==> config.mk <==
export PLATFORM = sky130hd
export DESIGN_NAME = ir_queue
export DESIGN_NICKNAME = d
export VERILOG_FILES = /design/src/rtl/cpu_pkg.sv /design/src/rtl/ir_fifo.sv /design/src/rtl/ir_queue.sv
export SDC_FILE = /design/constraint.sdc
export NUM_CORES = 1
export LEC_CHECK = 0
export ABC_AREA = 1
export ABC_CLOCK_PERIOD_IN_PS = 3500
export CORE_MARGIN = 3
export CORE_UTILIZATION = 45
export DETAILED_ROUTE_END_ITERATION = 8
export HOLD_SLACK_MARGIN = 0.15
export PLACE_DENSITY = 0.71
export SYNTH_ARGS = -nofsm -noshare
export SYNTH_HDL_FRONTEND = slang
export SYNTH_SLANG_ARGS = --single-unit
==> constraint.sdc <==
create_clock -name CLK -period 3.5 [get_ports CLK]
set_clock_uncertainty 0.2 [all_clocks]
set_input_delay 0.35 -clock CLK [delete_from_list [all_inputs] [get_ports CLK]]
set_output_delay 0.35 -clock CLK [all_outputs]
set_load 0.01 [all_outputs]
==> src/rtl/cpu_pkg.sv <==
// Shared CPU definitions: instruction field positions and the NOP encoding.
package cpu_pkg;

   localparam int OP_HI     = 31;
   localparam int OP_LO     = 26;
   localparam int RS_HI     = 25;
   localparam int RS_LO     = 21;
   localparam int RT_HI     = 20;
   localparam int RT_LO     = 16;
   localparam int RD_HI     = 15;
   localparam int RD_LO     = 11;
   localparam int SA_HI     = 10;
   localparam int SA_LO     = 6;
   localparam int FUNCT_HI  = 5;
   localparam int FUNCT_LO  = 0;
   localparam int IMM_HI    = 15;
   localparam int IMM_LO    = 0;
   localparam int TARGET_HI = 25;
   localparam int TARGET_LO = 0;

   localparam logic [31:0] NOP_INSTR = 32'h0000_0000;

endpackage

==> src/rtl/ir_fifo.sv <==
// Generic synchronous FIFO with push, pop, synchronous clear, occupancy count and head data.
module ir_fifo #(
   parameter int unsigned DEPTH = 4,
   parameter int unsigned WIDTH = 32,
   localparam int unsigned PW = $clog2(DEPTH),
   localparam int unsigned CW = $clog2(DEPTH + 1)
) (
   input  logic             CLK,
   input  logic             RST_N,
   input  logic             clear,
   input  logic             push,
   input  logic             pop,
   input  logic [WIDTH-1:0] wdata,
   output logic [WIDTH-1:0] rdata,
   output logic [CW-1:0]    count,
   output logic             full,
   output logic             empty
);

   logic [WIDTH-1:0] mem [DEPTH];
   logic [PW-1:0]    wr_ptr_q, rd_ptr_q;
   logic [CW-1:0]    cnt_q, cnt_d;
   logic             push_en, pop_en;

   assign full    = (cnt_q == CW'(DEPTH));
   assign empty   = (cnt_q == '0);
   assign push_en = push && !full;
   assign pop_en  = pop && !empty;
   assign count   = cnt_q;
   assign rdata   = mem[rd_ptr_q];

   always_comb begin
      cnt_d = cnt_q;
      unique case ({push_en, pop_en})
         2'b10:   cnt_d = cnt_q + CW'(1);
         2'b01:   cnt_d = cnt_q - CW'(1);
         default: cnt_d = cnt_q;
      endcase
   end

   // Pointers are log2(DEPTH) wide so they wrap without explicit compare.
   always_ff @(posedge CLK or negedge RST_N) begin
      if (!RST_N) begin
         wr_ptr_q <= '0;
         rd_ptr_q <= '0;
         cnt_q    <= '0;
      end else if (clear) begin
         wr_ptr_q <= '0;
         rd_ptr_q <= '0;
         cnt_q    <= '0;
      end else begin
         if (push_en) wr_ptr_q <= wr_ptr_q + PW'(1);
         if (pop_en)  rd_ptr_q <= rd_ptr_q + PW'(1);
         cnt_q <= cnt_d;
      end
   end

   always_ff @(posedge CLK) begin
      if (push_en && !clear) mem[wr_ptr_q] <= wdata;
   end

endmodule

==> src/rtl/ir_queue.sv <==
// Instruction register fed by a prefetch queue, with optional empty-queue bypass,
// flush to NOP and combinational field decode of the current IR.
module ir_queue
   import cpu_pkg::*;
#(
   parameter int unsigned DEPTH       = 4,
   parameter logic [31:0] RESET_INSTR = NOP_INSTR,
   parameter bit          BYPASS      = 1'b1,
   localparam int unsigned CW = $clog2(DEPTH + 1)
) (
   input  logic          CLK,
   input  logic          RST_N,
   input  logic          in_valid,
   output logic          in_ready,
   input  logic [31:0]   instructionIn,
   input  logic          IRWre,
   input  logic          flush,
   output logic [31:0]   instructionOut,
   output logic          ir_valid,
   output logic [CW-1:0] count,
   output logic [5:0]    op,
   output logic [4:0]    rs,
   output logic [4:0]    rt,
   output logic [4:0]    rd,
   output logic [4:0]    sa,
   output logic [5:0]    funct,
   output logic [15:0]   imm16,
   output logic [25:0]   target
);

   logic [31:0] ir_q, ir_d;
   logic        irv_q, irv_d;
   logic [31:0] head;
   logic        full, empty;
   logic        fifo_push, fifo_pop, bypass_take;

   ir_fifo #(
      .DEPTH (DEPTH),
      .WIDTH (32)
   ) u_fifo (
      .CLK   (CLK),
      .RST_N (RST_N),
      .clear (flush),
      .push  (fifo_push),
      .pop   (fifo_pop),
      .wdata (instructionIn),
      .rdata (head),
      .count (count),
      .full  (full),
      .empty (empty)
   );

   // Ready ignores IRWre so a full queue never accepts a word, even while popping.
   assign in_ready  = !flush && !full;
   assign fifo_push = in_valid && in_ready && !bypass_take;

   always_comb begin
      ir_d        = ir_q;
      irv_d       = irv_q;
      fifo_pop    = 1'b0;
      bypass_take = 1'b0;
      if (flush) begin
         ir_d  = RESET_INSTR;
         irv_d = 1'b0;
      end else if (IRWre) begin
         if (!empty) begin
            ir_d     = head;
            irv_d    = 1'b1;
            fifo_pop = 1'b1;
         end else if (BYPASS && in_valid) begin
            ir_d        = instructionIn;
            irv_d       = 1'b1;
            bypass_take = 1'b1;
         end else begin
            irv_d = 1'b0;
         end
      end
   end

   always_ff @(posedge CLK or negedge RST_N) begin
      if (!RST_N) begin
         ir_q  <= RESET_INSTR;
         irv_q <= 1'b0;
      end else begin
         ir_q  <= ir_d;
         irv_q <= irv_d;
      end
   end

   assign instructionOut = ir_q;
   assign ir_valid       = irv_q;

   assign op     = ir_q[OP_HI:OP_LO];
   assign rs     = ir_q[RS_HI:RS_LO];
   assign rt     = ir_q[RT_HI:RT_LO];
   assign rd     = ir_q[RD_HI:RD_LO];
   assign sa     = ir_q[SA_HI:SA_LO];
   assign funct  = ir_q[FUNCT_HI:FUNCT_LO];
   assign imm16  = ir_q[IMM_HI:IMM_LO];
   assign target = ir_q[TARGET_HI:TARGET_LO];

endmodule

==> metrics.yaml, run 1 <==
clock_network:
  clockBufferDepth: 2
  cts-resized-gates: 0
  cts_buffers: 17
  htreeDepth: 4
  cts_tree: "built"
  root_buffer: "clkbuf_16"
  clkTransAtPathRegs_ns: 0.06
  cts_sinks: 168
  clkLatencyLatePin_ns: 0.43
  cts_hold_buf: 1
  post_cts_buffers: 0
timing:
  slew_headroom_pct: 21.34
  finalMaxSlewViolations: 0
  grt_setup_unrepaired: "false"
  fmax_ghz: 0.3987
  period_share_pct: 71.66
  hold_viol_final: 0
  period_needed_ns: 2.508
  tns_ns: 0
  tightestPinTransition_ns: 1.179
  finalSetupViolations: 0
  hold_slack_ns: 0.3239
finish:
  filler_cell_count: 1227
  antenna_cells: 0
  area_growth_pct: 23.75
  drive_gt1_share_pct: 8.811
  final_common_cell: "clkdlybuf4s50_1"
  fin_nets: 744
  stdcell_area_um2: 9011
  final_cell_mix: "clkdlybuf4s50_1 (146), edfxtp_1 (128), o21ai_0 (118)"
die:
  initial_core_util_pct: 46.86
  core-area_um2: 15540
  dieArea_um2: 17740
  ioPinCount: 148
  die-width_um: 133.2
  fp.dieH_um: 133.2
  fp-row-count: 45
route:
  drc_errors: 0
  drt_iter0_markers: 393
  firstDrtPassIters: 5
  ant_nets: 0
  vias: 4792
  wl_per_cell_um: 17.40
  totalWireLength_um: 16110
  vias_per_cell: 5.175
global_routing:
  antenna_found_initial: 0
  grt_max_degree: 68
  grt_usage_pct: 18.13
  grt_pass1_wl_um: 25280
  grt-ovfl-total: 0
  grt_pass1_vias: 4690
pwr:
  peakVddDrop_mv: 0.4472
  power.total_mw: 4.860
  leakage_nw: 3.232
  p_per_area_nw_per_um2: 539.3
placement:
  place_area_um2: 8404
  portBuffers: 147
  gp_congestion: 0.7738
  dpl.hpwl_um: 9493
hold_path:
  min_path_type: "flip-flop to flip-flop"
  holdPathStages: 2
setup_path:
  cp_top_family: "buffers and inverters"
  crit_arrival_ns: 2.64
  cp.required_ns: 3.63
  crit_chain: "nor2_4 > nand2_2 > buf_4 > inv_1 > nor2_1 > o21ai_0"
  path_class: "flip-flop to flip-flop"
  start_kind: "flip-flop"
  reg2regPathDepth: 6
  crit_cells: 6
  critical_path.endpoint_type: "flip-flop"
  crit_path_max_fanout: 33
  worst_path_max_delay_cell: "inv_1"
  cp_slowest_stage_delay_ns: 0.90
  critPathBufInv: 2
logic_synthesis:
  yosysWarningCount: 0
  synth_seq_cells: 168
  yosysUniqueCellTypes: 26
  syn_area_per_cell_um2: 11.54
  yosysSeqAreaShare_pct: 66.53
  synthCells: 631
  synth_area_um2: 7282
  synth_nets: 673
run_status:
  status: "complete, no violations"
flow_run:
  maxCapViolCount: 0
through the flow:
| stage | setup WS (ns) | std cells | util [%] |
|---|---|---|---|
| 3_5_place_dp | 0.6617 | 893 | 54.08 |
| 2_1_floorplan | 0.3538 | 631 | - |
| 6_report | 0.9920 | 926 | 57.99 |
| 3_3_place_gp | 0.7524 | 893 | 54.08 |
| 4_1_cts | 0.9615 | 926 | 57.99 |
| 5_1_grt | 0.7355 | 926 | 57.99 |
final timing paths:
check                                                from  slack [ns]                        endpoint
min in group asynchronous                           RST_N        0.46  instructionOut[11]$_DFFE_PN0P_
setup / recovery              u_fifo.count[0]$_DFFE_PN0P_        0.99   instructionOut[4]$_DFFE_PN0P_
hold reg to reg            instructionOut[26]$_DFFE_PN0P_        0.32  instructionOut[26]$_DFFE_PN0P_
hold / removal             instructionOut[26]$_DFFE_PN0P_        0.32  instructionOut[26]$_DFFE_PN0P_
max in group asynchronous                           RST_N        1.94  u_fifo.rd_ptr_q[0]$_DFFE_PN0P_
setup reg to reg              u_fifo.count[0]$_DFFE_PN0P_        0.99   instructionOut[4]$_DFFE_PN0P_
per-layer routing:
metal	GRT usage (%)	vias up	routed length (µm)	part of all wire, %
li1	-	2273	-	-
met1	22.73	2314	6634	41
met2	31.29	188	8113	50
met3	4.418	17	1161	7.2
met4	5.486	0	201	1.2
met5	0	-	0	0
kinds of logic after synthesis:
| group | count (synthesis) | synth area share, % |
|---|---|---|
| AOI/OAI and AO/OA | 168 | 12.59 |
| DFF | 168 | 66.53 |
| and+or+nand+nor | 164 | 9.003 |
| buffers and inverters | 125 | 10.79 |
| adders and majority gates | 5 | 0.9622 |
| xor gates and xnor gates | 1 | 0.1203 |
registers in the layout, summed over array words and instances, names as in the netlist:
name and flops:
u_fifo.rd_ptr_q 2, ir_valid 1, u_fifo.mem 128, u_fifo.count 3
instructionOut 32, u_fifo.wr_ptr_q 2
cells in the mapped netlist:
master | number | area share [%]
xor2_1 | 1 | 0.12
nand4_1 | 1 | 0.086
buf_6 | 3 | 0.46
nor2_4 | 1 | 0.15
nand3_1 | 7 | 0.48
fa_1 | 1 | 0.27
a21oi_4 | 1 | 0.22
dfrtp_1 | 40 | 14
inv_2 | 1 | 0.051
o21ai_0 | 118 | 8.1
nand2_4 | 1 | 0.15
inv_1 | 18 | 0.93
nand3_2 | 1 | 0.14
edfxtp_1 | 128 | 53
clkbuf_1 | 18 | 0.93
o21ai_1 | 8 | 0.55
buf_2 | 10 | 0.69
ha_1 | 4 | 0.69
nand2_1 | 48 | 2.5
or2_4 | 1 | 0.12
nand2_2 | 1 | 0.086
o21ai_2 | 7 | 0.84
nor2_1 | 103 | 5.3
buf_4 | 75 | 7.7
a21oi_1 | 3 | 0.21
o22ai_1 | 31 | 2.7
layout make-up:
type	instances	area, µm²	area share, %
flip-flops and latches	168	4846	53.78
repair buffers	158	1551	17.22
clock buffers	19	452.9	5.026
well taps	211	264.0	2.930
inverters	19	71.32	0.7914
clock inverters	13	143.9	1.597
multi-input cells	338	1682	18.66
tightest hold or removal path, cell delays in order (launching register included):
cell and delay (ns):
dfrtp_1 0.36, nand2_1 0.06, o21ai_1 0.07
power by group:
group	switching [mW]	internal, mW
sequential	0.0556	2.23
combinational	0.385	0.328
clock	0.770	1.09
No activity file was read; power rests on OpenSTA's default activity.
==> inputs of run 2 (changes only) <==
--- a/config.mk
+++ b/config.mk
@@ -6,7 +6,7 @@
 export NUM_CORES = 1
 export LEC_CHECK = 0
 export ABC_AREA = 1
-export ABC_CLOCK_PERIOD_IN_PS = 3500
+export ABC_CLOCK_PERIOD_IN_PS = 2600
 export CORE_MARGIN = 3
 export CORE_UTILIZATION = 45
 export DETAILED_ROUTE_END_ITERATION = 8
==> constraint.sdc (replaced) <==
create_clock -name CLK -period 2.6 [get_ports CLK]
set_clock_uncertainty 0.2 [all_clocks]
set_input_delay 0.26 -clock CLK [delete_from_list [all_inputs] [get_ports CLK]]
set_output_delay 0.26 -clock CLK [all_outputs]
set_load 0.01 [all_outputs]
==> metrics.yaml, run 2 (synthesized netlist as in run 1, its figures left out) <==
route:
  drt_iter0_markers: 377  # -4.1%
  vias_per_cell: 5.233  # +1.1%
  vias: 4882  # +1.9%
  ant_nets: 0  # unchanged
  wl_per_cell_um: 17.12  # -1.6%
  drc_errors: 0  # unchanged
  firstDrtPassIters: 5  # unchanged
  totalWireLength_um: 15970  # -0.84%
die:
  fp-row-count: 45  # unchanged
  initial_core_util_pct: 46.86  # unchanged
  fp.dieH_um: 133.2  # unchanged
  ioPinCount: 148  # unchanged
  core-area_um2: 15540  # unchanged
  dieArea_um2: 17740  # unchanged
  die-width_um: 133.2  # unchanged
pwr:
  pwr-share-comb_pct: 14.9  # +0.2 points
  peakVddDrop_mv: 0.5038  # +13%
  power.total_mw: 6.639  # +37%
  power_frac_clock_pct: 38.9  # +0.6 points
  p_switching_mw: 1.596  # +32%
  seqPwrFrac_pct: 46.3  # -0.7 points
  swShare_pct: 24.04  # -0.87 points
  leakage_nw: 3.285  # +1.6%
  p_per_area_nw_per_um2: 725.5  # +35%
  p_int_mw: 5.043  # +38%
global_routing:
  grt_pass1_wl_um: 25700  # +1.7%
  grt_pass1_vias: 4917  # +4.8%
  grt_max_degree: 68  # unchanged
  grt-ovfl-total: 0  # unchanged
  grt_usage_pct: 18.25  # +0.12 points
  antenna_found_initial: 0  # unchanged
timing:
  period_needed_ns: 2.352  # -0.1565 ns
  hold_slack_ns: 0.1579  # -0.1661 ns
  tightestPinTransition_ns: 0.6722  # -0.5063 ns
  grt_setup_unrepaired: "false"
  fmax_ghz: 0.4253  # +6.7%
  timing.final.ws_setup_ns: 0.2485  # -0.7435 ns
  finalSetupViolations: 0  # unchanged
  finalMaxSlewViolations: 0  # unchanged
  period_share_pct: 90.44  # +19 points
  slew_headroom_pct: 55.19  # +34 points
  hold_viol_final: 0  # unchanged
  tns_ns: 0  # unchanged
clock_network:
  cts_sinks: 168  # unchanged
  clockBufferDepth: 2  # unchanged
  cts_tree: "built"
  clkTransAtPathRegs_ns: 0.06  # about the same
  cts_buffers: 17  # unchanged
  htreeDepth: 4  # unchanged
  root_buffer: "clkbuf_16"
  clkLatencyLatePin_ns: 0.43  # about the same
  post_cts_buffers: 0  # unchanged
finish:
  final_cell_mix: "clkdlybuf4s50_1 (146), edfxtp_1 (128), o21ai_0 (118)"
  fin_nets: 751  # +0.94%
  filler_cell_count: 1235  # +0.65%
  regMostFlops: "u_fifo.mem"
  final_common_cell: "clkdlybuf4s50_1"
  area_growth_pct: 25.67
  antenna_cells: 0  # unchanged
  stdcell_area_um2: 9151  # +1.6%
  largest_reg_flops: 128  # unchanged
  drive_gt1_share_pct: 9.418  # +0.61 points
setup_path:
  crit_arrival_ns: 2.47  # -0.17 ns
  crit_chain: "nor2_4 > a21oi_1 > nand3_2 > nand2_4 > inv_1 > fa_1 > xor2_1 > nand3_1 > nand2_1 > inv_1 > nand2_1 > nand2_1"
  cp_slowest_stage_delay_ns: 0.48  # -0.42 ns
  critical_path.endpoint_type: "flip-flop"
  path_class: "flip-flop to flip-flop"
  worst_path_max_delay_cell: "dfrtp_1"
  cp_top_family: "simple AND/OR/NAND/NOR gates"
  worst_path_most_repeated_cell: "nand2_1"
  critPathBufInv: 2  # unchanged
  start_kind: "flip-flop"
  cp.required_ns: 2.72  # -0.91 ns
  crit_path_max_fanout: 6  # -82%
placement:
  gp_congestion: 0.7649  # -1.2%
  portBuffers: 147  # unchanged
  dp_slack_ns: -0.03394  # -0.6956 ns
  place_area_um2: 8512  # +1.3%
  dpl.hpwl_um: 9900  # +4.3%
run_status:
  status: "complete, no violations"
hold_path:
  min_path_type: "primary input to asynchronous set/reset pin"
flow_run:
  maxCapViolCount: 0  # unchanged
-- run 2: worst min-delay path, delay by kind of cell --
kind	cells	cell delay, ns
buffers and inverters	3	0.89
-- run 2: power groups by stage --
stage | sequential (mW) | clock, mW | combinational (mW)
floorplan | 3.14 | 0 | 0.554
CTS | 3.07 | 2.62 | 0.996
finish | 3.07 | 2.58 | 0.986
global route | 3.09 | 2.73 | 1.07
global placement | 3.12 | 0 | 0.972
detailed placement | 3.13 | 0 | 0.987
-- run 2: final cells by class --
cell class / instances / area [µm²] / area share [%]
clock buffer: 21 / 470.5 / 5.141
clock inverter: 11 / 146.4 / 1.600
inverter: 19 / 73.82 / 0.8067
multi-input combinational: 338 / 1682 / 18.38
sequential: 168 / 4846 / 52.95
tap: 211 / 264.0 / 2.885
timing repair buffer: 165 / 1669 / 18.24
-- run 2: per-stage QoR --
stage	std cells	util [%]
after global routing	933	58.89
after detailed placement	899	54.77
after global placement	899	54.77
after floorplan	631	-
after CTS	933	58.87
final	933	58.89
-- run 2: worst paths after layout --
check,startpoint,to,slack [ns],depth (start not counted)
hold / removal,RST_N,instructionOut[12]$_DFFE_PN0P_,0.16,3
max in group asynchronous,RST_N,instructionOut[13]$_DFFE_PN0P_,1.53,3
setup reg to reg,u_fifo.count[0]$_DFFE_PN0P_,u_fifo.count[2]$_DFFE_PN0P_,0.25,12
min in group CLK,instructionIn[28],u_fifo.mem[3][28]$_DFFE_PP_,0.31,1
setup / recovery,u_fifo.count[0]$_DFFE_PN0P_,u_fifo.count[2]$_DFFE_PN0P_,0.25,12
hold reg to reg,instructionOut[31]$_DFFE_PN0P_,instructionOut[31]$_DFFE_PN0P_,0.32,2
-- run 2: timing repair --
item,in CTS,in global routing
hold buffers,2,0
resized for setup,0,2
setup endpoints to repair,0,6
hold endpoints to repair,40,0
-- run 2: layer usage --
layer  vias up  share of wire (%)  GRT usage [%]  wire length (µm)
met5         -                  0              0                 0
met4         0                1.3          6.857               210
met3        17                6.0          4.192               963
met2       158                 49          29.85              7834
met1      2420                 44          23.94              6966
li1       2287                  -              -                 -
